--- config.mk ---
export PLATFORM = sky130hd
export DESIGN_NAME = img_port_arbiter
export DESIGN_NICKNAME = d
export VERILOG_FILES = /design/src/rtl/img_port_arbiter.sv
export SDC_FILE = /design/constraint.sdc
export NUM_CORES = 1
export LEC_CHECK = 0
export CORE_MARGIN = 5
export CORE_UTILIZATION = 40
export DETAILED_ROUTE_END_ITERATION = 6
export MAX_ROUTING_LAYER = met4
export PLACE_DENSITY_LB_ADDON = 0.15
export SETUP_SLACK_MARGIN = 0.05
export SLEW_MARGIN = 20
export SYNTH_ARGS = -nofsm -noshare
export SYNTH_HDL_FRONTEND = slang
export SYNTH_SLANG_ARGS = --single-unit
--- constraint.sdc ---
create_clock -name clk -period 3.8 [get_ports clk]
set_input_delay 0.76 -clock clk [delete_from_list [all_inputs] [get_ports clk]]
set_output_delay 0.76 -clock clk [all_outputs]
set_load 0.03 [all_outputs]
--- src/rtl/img_port_arbiter.sv ---
// Two-requester read arbiter for the shared image memory.
// Bounded bursts, alternating tie-break, one-cycle read return.
module img_port_arbiter #(
  parameter int ADDR_W    = 16,
  parameter int DATA_W    = 8,
  parameter int MAX_BURST = 16
) (
  input  logic              clk,
  input  logic              rst,
  input  logic              r0_req,
  input  logic [ADDR_W-1:0] r0_addr,
  output logic              r0_gnt,
  output logic              r0_rvalid,
  output logic [DATA_W-1:0] r0_rdata,
  input  logic              r1_req,
  input  logic [ADDR_W-1:0] r1_addr,
  output logic              r1_gnt,
  output logic              r1_rvalid,
  output logic [DATA_W-1:0] r1_rdata,
  output logic              mem_en,
  output logic [ADDR_W-1:0] mem_addr,
  input  logic [DATA_W-1:0] mem_rdata,
  output logic [1:0]        owner,
  output logic              busy
);

  localparam int CW = $clog2(MAX_BURST);
  localparam logic [CW-1:0] LAST = CW'(MAX_BURST - 1);

  typedef enum logic [1:0] {
    IDLE   = 2'b00,
    GRANT0 = 2'b01,
    GRANT1 = 2'b10
  } state_t;

  state_t          r_state;
  state_t          w_next;
  logic            r_last;
  logic [CW-1:0]   r_cnt;
  logic            r_rv0;
  logic            r_rv1;
  logic [DATA_W-1:0] r_rd0;
  logic [DATA_W-1:0] r_rd1;
  logic            w_gnt0;
  logic            w_gnt1;
  logic            w_rv0;
  logic            w_rv1;
  logic            w_wrap;

  // Outputs are gated by rst so nothing leaks while reset is held.
  assign w_gnt0 = rst && (r_state == GRANT0) && r0_req;
  assign w_gnt1 = rst && (r_state == GRANT1) && r1_req;
  assign w_rv0  = rst && r_rv0;
  assign w_rv1  = rst && r_rv1;
  assign w_wrap = (r_cnt == LAST);

  always_comb begin
    w_next = r_state;
    unique case (r_state)
      IDLE: begin
        if (r0_req && r1_req)
          w_next = r_last ? GRANT0 : GRANT1;
        else if (r0_req)
          w_next = GRANT0;
        else if (r1_req)
          w_next = GRANT1;
      end
      GRANT0: begin
        if (!r0_req)
          w_next = r1_req ? GRANT1 : IDLE;
        else if (w_wrap && r1_req)
          w_next = GRANT1;
      end
      GRANT1: begin
        if (!r1_req)
          w_next = r0_req ? GRANT0 : IDLE;
        else if (w_wrap && r0_req)
          w_next = GRANT0;
      end
      default: w_next = IDLE;
    endcase
  end

  always_ff @(posedge clk) begin
    if (!rst) begin
      r_state <= IDLE;
      r_last  <= 1'b1;
      r_cnt   <= '0;
      r_rv0   <= 1'b0;
      r_rv1   <= 1'b0;
      r_rd0   <= '0;
      r_rd1   <= '0;
    end else begin
      r_state <= w_next;
      if (w_next != r_state)
        r_cnt <= '0;
      else if (w_gnt0 || w_gnt1)
        r_cnt <= w_wrap ? '0 : r_cnt + 1'b1;
      if (w_next == GRANT0 && r_state != GRANT0)
        r_last <= 1'b0;
      else if (w_next == GRANT1 && r_state != GRANT1)
        r_last <= 1'b1;
      r_rv0 <= w_gnt0;
      r_rv1 <= w_gnt1;
      if (r_rv0)
        r_rd0 <= mem_rdata;
      if (r_rv1)
        r_rd1 <= mem_rdata;
    end
  end

  assign r0_gnt    = w_gnt0;
  assign r1_gnt    = w_gnt1;
  assign r0_rvalid = w_rv0;
  assign r1_rvalid = w_rv1;
  // Data is steered straight from memory on the return cycle, held after.
  assign r0_rdata  = !rst ? '0 : (w_rv0 ? mem_rdata : r_rd0);
  assign r1_rdata  = !rst ? '0 : (w_rv1 ? mem_rdata : r_rd1);
  assign mem_en    = w_gnt0 || w_gnt1;
  assign mem_addr  = w_gnt0 ? r0_addr : (w_gnt1 ? r1_addr : '0);
  assign owner     = rst ? r_state : 2'b00;
  assign busy      = rst && (r_state != IDLE);

endmodule

==> run metrics, run 1 <==
status=finished clean; CP Capture Type=output port; Synth Register Bits=25; final core occ=roughly 67%; area leader, netlist=dfxtp_1; Iter 0 DRT Violations=69; setup bufs post-CTS=0; most numerous cell in the Yosys netlist=nor2b_1; critical path class=input port to output port; GRT busiest layer=met2; Power Density=239 nW/um2; DIE AREA=4800 um2; first-pass GRT wire length=7160 um; vias in the first global route=1527; hold crit path type=flip-flop to flip-flop; GRT Util Overall=between 10% and 20%; Clk Latency, worst-skew pair=0.32 ns; Slew Viols, Final=0; H-tree depth=1; I/O Buffers=83; die width=between 60 and 70 um; cells after synthesis=roughly 160; CTS Buffer Depth=2; R2R Path End=r_cnt[3]; Critical Path Fanout Max=19; RSZ-0062 raised after global routing=false; DR vias/cell=5.13; Final GP Congestion=0.831; CTS root buf=clkbuf_4; R2R Setup Slk=1.69 ns; Mean Syn Cell Area=9.07 um2; Synth warnings=0; CORE AREA=3360 um2; top post-synthesis cells by count=nor2b_1 (32), dfxtp_1 (25), a22o_1 (17); Netlist cell types=35; Worst-Margin Slew=about 0.67 ns; max_slew headroom=55.2%; DR vias=1431; wire per inst=15.2 um; Initial DRT Pass Iterations=4; syn_nets=200; Post-CTS Resized=0; Tot Pwr=0.534 mW; setup_tns=0 ns; residual DRC count=0; # diodes=0; met3 usage=4.06%; Period minus WS final=approximately 3.3 ns; Worst Setup EP=mem_addr[13]; io pins=84; Worst Hold Launch=r_cnt[1]; number of synthesized flops with an enable pin=0; DPL Wire Length=between 3000 and 4000 um; Crit path required time=3.04 ns; Routed WL=4240 um; Post-DRT Antenna Nets=0; Sink Count=25; Post-synth ARST share=0%; clock tree from TritonCTS=done; clock-pin slew on the worst setup and hold paths=about 0.13 ns; initial core utilization=41.8%; RR Startpoint=r_state[1]; Max-Cap Viols=0; largest net degree at the start of global routing=28; mapped cell area=between 1000 and 1500 um2; Fin. Hold Viols=0; VDD IR max=between 0.1 and 0.15 mV; met1 capacity usage during global routing=18.0%; achievable frequency=a little over 300 MHz; synth-to-layout area growth=59.2%; final worst-path cycle share=approximately 87%; Remaining Overflow, GRT=0; r2r worst-path depth=5; sequential element share of the synthesized area=35.6%; Worst Setup SP=r1_req; crit path launch type=input port; final net count=roughly 280; initial antenna violation count=0; Hold Buf Count CTS=0; static leakage=0.848 nW; top cells by area, synth=dfxtp_1 (36%), nor2b_1 (14%), mux2i_1 (11%); final setup violating endpoints=0; met2 Usage GRT=35.6%; skew final=0.0109 ns; Crit path arrival time=2.55 ns; layout cell share with drive strength beyond 1=12.9%; die height=a little under 70 um; # rows=21; top cell type's share of synthesized area=about 36%; total CTS buffers=3; ys flop type=dfxtp_1
[flip-flops by register name, summed over array words and instances, names as in the netlist]
name / cells
r_rd0: 8
r_rd1: 8
r_last: 1
r_cnt: 4
r_rv1: 1
r_state: 2
r_rv0: 1
[report_power, final]
part	switching, mW	leakage [nW]	internal (mW)
sequential	0.00933	0.203	0.268
combinational	0.0586	0.628	0.0789
clock	0.0799	0.0177	0.0395
total	0.148	0.848	0.387
[through the flow]
step                hold WS, ns  setup WS [ns]  cell area (um2)  instances
finish                    0.511          0.489             2240        279
global route              0.550          0.379             2240        279
CTS                       0.510          0.504             2240        279
detailed placement        0.491          0.507             2210        275
global placement          0.472          0.548             2210        275
floorplan                 0.461           1.23             1410        155
[how the worst min path moves through the flow]
| stage | cells after the start | end |
|---|---|---|
| 2_1_floorplan | 2 | r_cnt[1] |
| 3_3_place_gp | 2 | r_cnt[1] |
| 3_5_place_dp | 2 | r_cnt[1] |
| 4_1_cts | 2 | r_cnt[1] |
| 5_1_grt | 2 | r_cnt[0] |
| 6_report | 2 | r_cnt[1] |
[layout by cell type, fill, tap and decap left out, drive strengths merged, types with 3 or more instances in the layout]
| cell type | instances |
|---|---|
| nand2 | 7 |
| o21ai | 4 |
| nor2 | 3 |
| clkdlybuf4s50 | 64 |
| nor2b | 32 |
| mux2i | 16 |
| dfxtp | 25 |
| clkbuf | 3 |
| buf | 23 |
| a21oi | 5 |
| and4b | 4 |
| inv | 3 |
| and2 | 4 |
| a22o | 17 |
[cell families after synthesis]
logic type / synth area share, %
adder cells (fa/ha/maj): 0.890
XOR/XNOR: 0.623
multiplexers: 11.4
AND/OR/NAND/NOR: 26.8
AO/OA/AOI/OAI: 19.1
flip-flops: 35.6
buffers and inverters: 5.52
[worst max-delay path, cell delays in order]
cell             delay (ns)
clkdlybuf4s50_1        0.68
and4b_1                0.69
a22o_1                 0.24
buf_4                  0.17
[layer usage]
layer	routed length [um]	vias to the layer above
met5	0	-
met1	1590	663
li1	-	713
met4	70	0
met2	2390	46
met3	194	9
[cell type report]
class | instances | area, um2
sequential | 25 | 500
clock inverter | 1 | 5.00
tap | 46 | 57.6
inverter | 3 | 11.3
multi-input combinational | 114 | 827
timing repair buffer | 87 | 813
fill | 314 | 1130
clock buffer | 3 | 22.5
No activity file was read; power rests on OpenSTA's default activity.
==> run 2: changes to the inputs <==
Settings changed: SLEW_MARGIN 20 to unset.
==> results of run 2 <==
No change in the layout: final DEF, timing and power equal those of run 1.
==> run 3: changes to the inputs <==
Settings changed: CTS_CLUSTER_SIZE set to 30, RECOVER_POWER set to 25.
==> run 3 against run 2 <==
Register-to-register slack about the same. Power decreased by 0.16%. Via count increased by 0.28%. Non-clock buffer count unchanged. Fmax decreased by 2.3%. Hold slack improved by 0.00051 ns. Worst setup slack got worse by 0.080 ns. Sequential power about the same. Combinational power about the same. Largest cell class unchanged.
==> run metrics, run 3 (same netlist as run 1, synthesis figures left out) <==
Sequential Power Share=52.0% (was 51.9%); Logic pwr share=25.6% (was 25.7%); io pins=84 (unchanged); Remaining Overflow, GRT=0 (unchanged); final worst-path cycle share=89.2% (was 87.1%); CP max stage cell=dlygate4sd3_1 (was and4b_1); RSZ-0062 raised after global routing=false (unchanged); commonest non-fill, non-tap cells in the layout=clkdlybuf4s50_1 (63), nor2b_1 (32), dfxtp_1 (25) (was clkdlybuf4s50_1 (64), nor2b_1 (32), dfxtp_1 (25)); clock power share=22.3% (about the same); Hold Buf Count CTS=0 (unchanged); switch share=27.7% (about the same); Worst Setup SP=rst (was r1_req); hold crit path type=flip-flop to flip-flop (unchanged); area of the multi-input gates=827 um2 (unchanged); CTS root buf=clkbuf_4 (unchanged); Slew Viols, Final=0 (unchanged); setup bufs post-CTS=0 (unchanged); RR Startpoint=r_state[1] (unchanged); Period minus WS final=3.39 ns (was 3.31 ns); Clk Latency, worst-skew pair=0.32 ns (about the same); Power Density=239 nW/um2 (about the same); first-pass GRT wire length=7160 um (unchanged); Critical Path Fanout Max=10 (was 19); Post-CTS Resized=0 (unchanged); Iter 0 DRT Violations=69 (unchanged); initial antenna violation count=0 (unchanged); DIE AREA=4800 um2 (unchanged); most common cell after layout, fill and taps aside=clkdlybuf4s50_1 (unchanged); wire per inst=15.2 um (about the same); Top Family by Delay on Critical Path=buffers and inverters (unchanged); fillers=316 (was 314); DR vias=1435 (was 1431); P_sw=0.148 mW (about the same); VDD IR max=0.107 mV (about the same); Hold WS=0.511 ns (about the same); DR vias/cell=5.14 (was 5.13); die width=69.3 um (unchanged); Sink Count=25 (unchanged); Max-Cap Viols=0 (unchanged); CP max stage delay=0.68 ns (was 0.69 ns); Worst-Margin Slew=0.672 ns (about the same); H-tree depth=1 (unchanged); Routed WL=4250 um (was 4240 um); total CTS buffers=3 (unchanged); GRT Util Overall=18.4% (unchanged); CTS Buffer Depth=2 (unchanged); final setup violating endpoints=0 (unchanged); # diodes=0 (unchanged); layout cell share with drive strength beyond 1=12.4% (was 12.9%); DPL Wire Length=3500 um (unchanged); Worst Hold Launch=r_cnt[1] (unchanged); Top Registers=r_rd0 (8), r_rd1 (8), r_cnt (4) (unchanged); status=finished clean (unchanged); register area=500 um2 (unchanged); die height=69.3 um (unchanged); residual DRC count=0 (unchanged); Post-DRT Antenna Nets=0 (unchanged); setup_tns=0 ns (unchanged); I/O Buffers=83 (unchanged); # rows=21 (unchanged); final net count=279 (unchanged); max_slew headroom=55.1% (was 55.2%); Fin. Hold Viols=0 (unchanged); Pint=0.386 mW (was 0.387 mW); crit path launch type=input port (unchanged); synth-to-layout area growth=58.9% (was 59.2%); skew final=0.0102 ns (was 0.0109 ns); Final GP Congestion=0.831 (unchanged); CP Capture Type=output port (unchanged); critical path class=input port to output port (unchanged); Initial DRT Pass Iterations=4 (unchanged); vias in the first global route=1527 (unchanged); achievable frequency=295 MHz (was 302 MHz); cell chain of the critical path=dlygate4sd3_1 -> clkbuf_1 -> nor2b_1 -> clkdlybuf4s50_1 (was clkdlybuf4s50_1 -> and4b_1 -> a22o_1 -> buf_4); Crit path arrival time=2.63 ns (was 2.55 ns); worst path bufs/invs=3 (was 2); initial core utilization=41.8% (unchanged); static leakage=0.845 nW (was 0.848 nW); Crit path required time=3.04 ns (about the same); largest net degree at the start of global routing=28 (unchanged); clock tree from TritonCTS=done (unchanged); CORE AREA=3360 um2 (unchanged); clock-pin slew on the worst setup and hold paths=0.13 ns (about the same)
==> run 3: cell types whose count changed in the layout (fill, tap and decap cells not counted) <==
cell / before / now
clkbuf_1: 0 / 1
buf_4: 23 / 22
dlygate4sd3_1: 0 / 1
clkdlybuf4s50_1: 64 / 63
==> run 3: final cells by class <==
| cell class | instances | area share (%) |
|---|---|---|
| Clock buffer | 3 | 1.01 |
| Clock inverter | 1 | 0.224 |
| Inverter | 3 | 0.504 |
| Multi-Input combinational cell | 114 | 37.0 |
| Sequential cell | 25 | 22.4 |
| Tap cell | 46 | 2.58 |
| Timing Repair Buffer | 87 | 36.2 |
==> run 3: routing by layer <==
| metal | routed length [um] | share of wire [%] | track usage [%] | vias to the layer above |
|---|---|---|---|---|
| met4 | 70 | 1.6 | 5.42 | 0 |
| li1 | - | - | - | 712 |
| met3 | 203 | 4.8 | 4.06 | 9 |
| met5 | 0 | 0 | - | - |
| met1 | 1590 | 37 | 18.0 | 665 |
| met2 | 2390 | 56 | 35.6 | 49 |
==> run 3: path summary, 6_finish.rpt <==
| check | slack, ns | endpoint | cells after the start |
|---|---|---|---|
| setup / recovery | 0.41 | r0_rdata[1] | 4 |
| hold / removal | 0.51 | r_cnt[1] | 2 |
| setup reg to reg | 1.69 | r_cnt[3] | 5 |
| hold reg to reg | 0.51 | r_cnt[1] | 2 |
==> run 3: stage by stage <==
| step | util, % | area [um2] | worst slack [ns] | instances | power [mW] |
|---|---|---|---|---|---|
| CTS | 66.5 | 2240 | 0.504 | 279 | 0.541 |
| global placement | 65.7 | 2210 | 0.548 | 275 | 0.417 |
| detailed placement | 65.7 | 2210 | 0.507 | 275 | 0.422 |
| floorplan | - | 1410 | 1.23 | 155 | 0.347 |
| global route | 66.4 | 2230 | 0.289 | 279 | 0.564 |
| finish | 66.4 | 2230 | 0.409 | 279 | 0.534 |
==> run 3: power by group through the flow <==
| stage | Clock (mW) | Sequential [mW] | Combinational [mW] |
|---|---|---|---|
| after floorplan | 0 | 0.277 | 0.0699 |
| after global placement | 0 | 0.283 | 0.134 |
| after detailed placement | 0 | 0.283 | 0.138 |
| after CTS | 0.125 | 0.278 | 0.138 |
| after global routing | 0.140 | 0.279 | 0.146 |
| final | 0.119 | 0.278 | 0.137 |
==> run 3: worst min-delay path, delay by kind of cell (launching register included) <==
kind,cells,cell delay [ns]
AO/OA/AOI/OAI,1,0.05
flip-flops,1,0.36
AND/OR/NAND/NOR,1,0.07
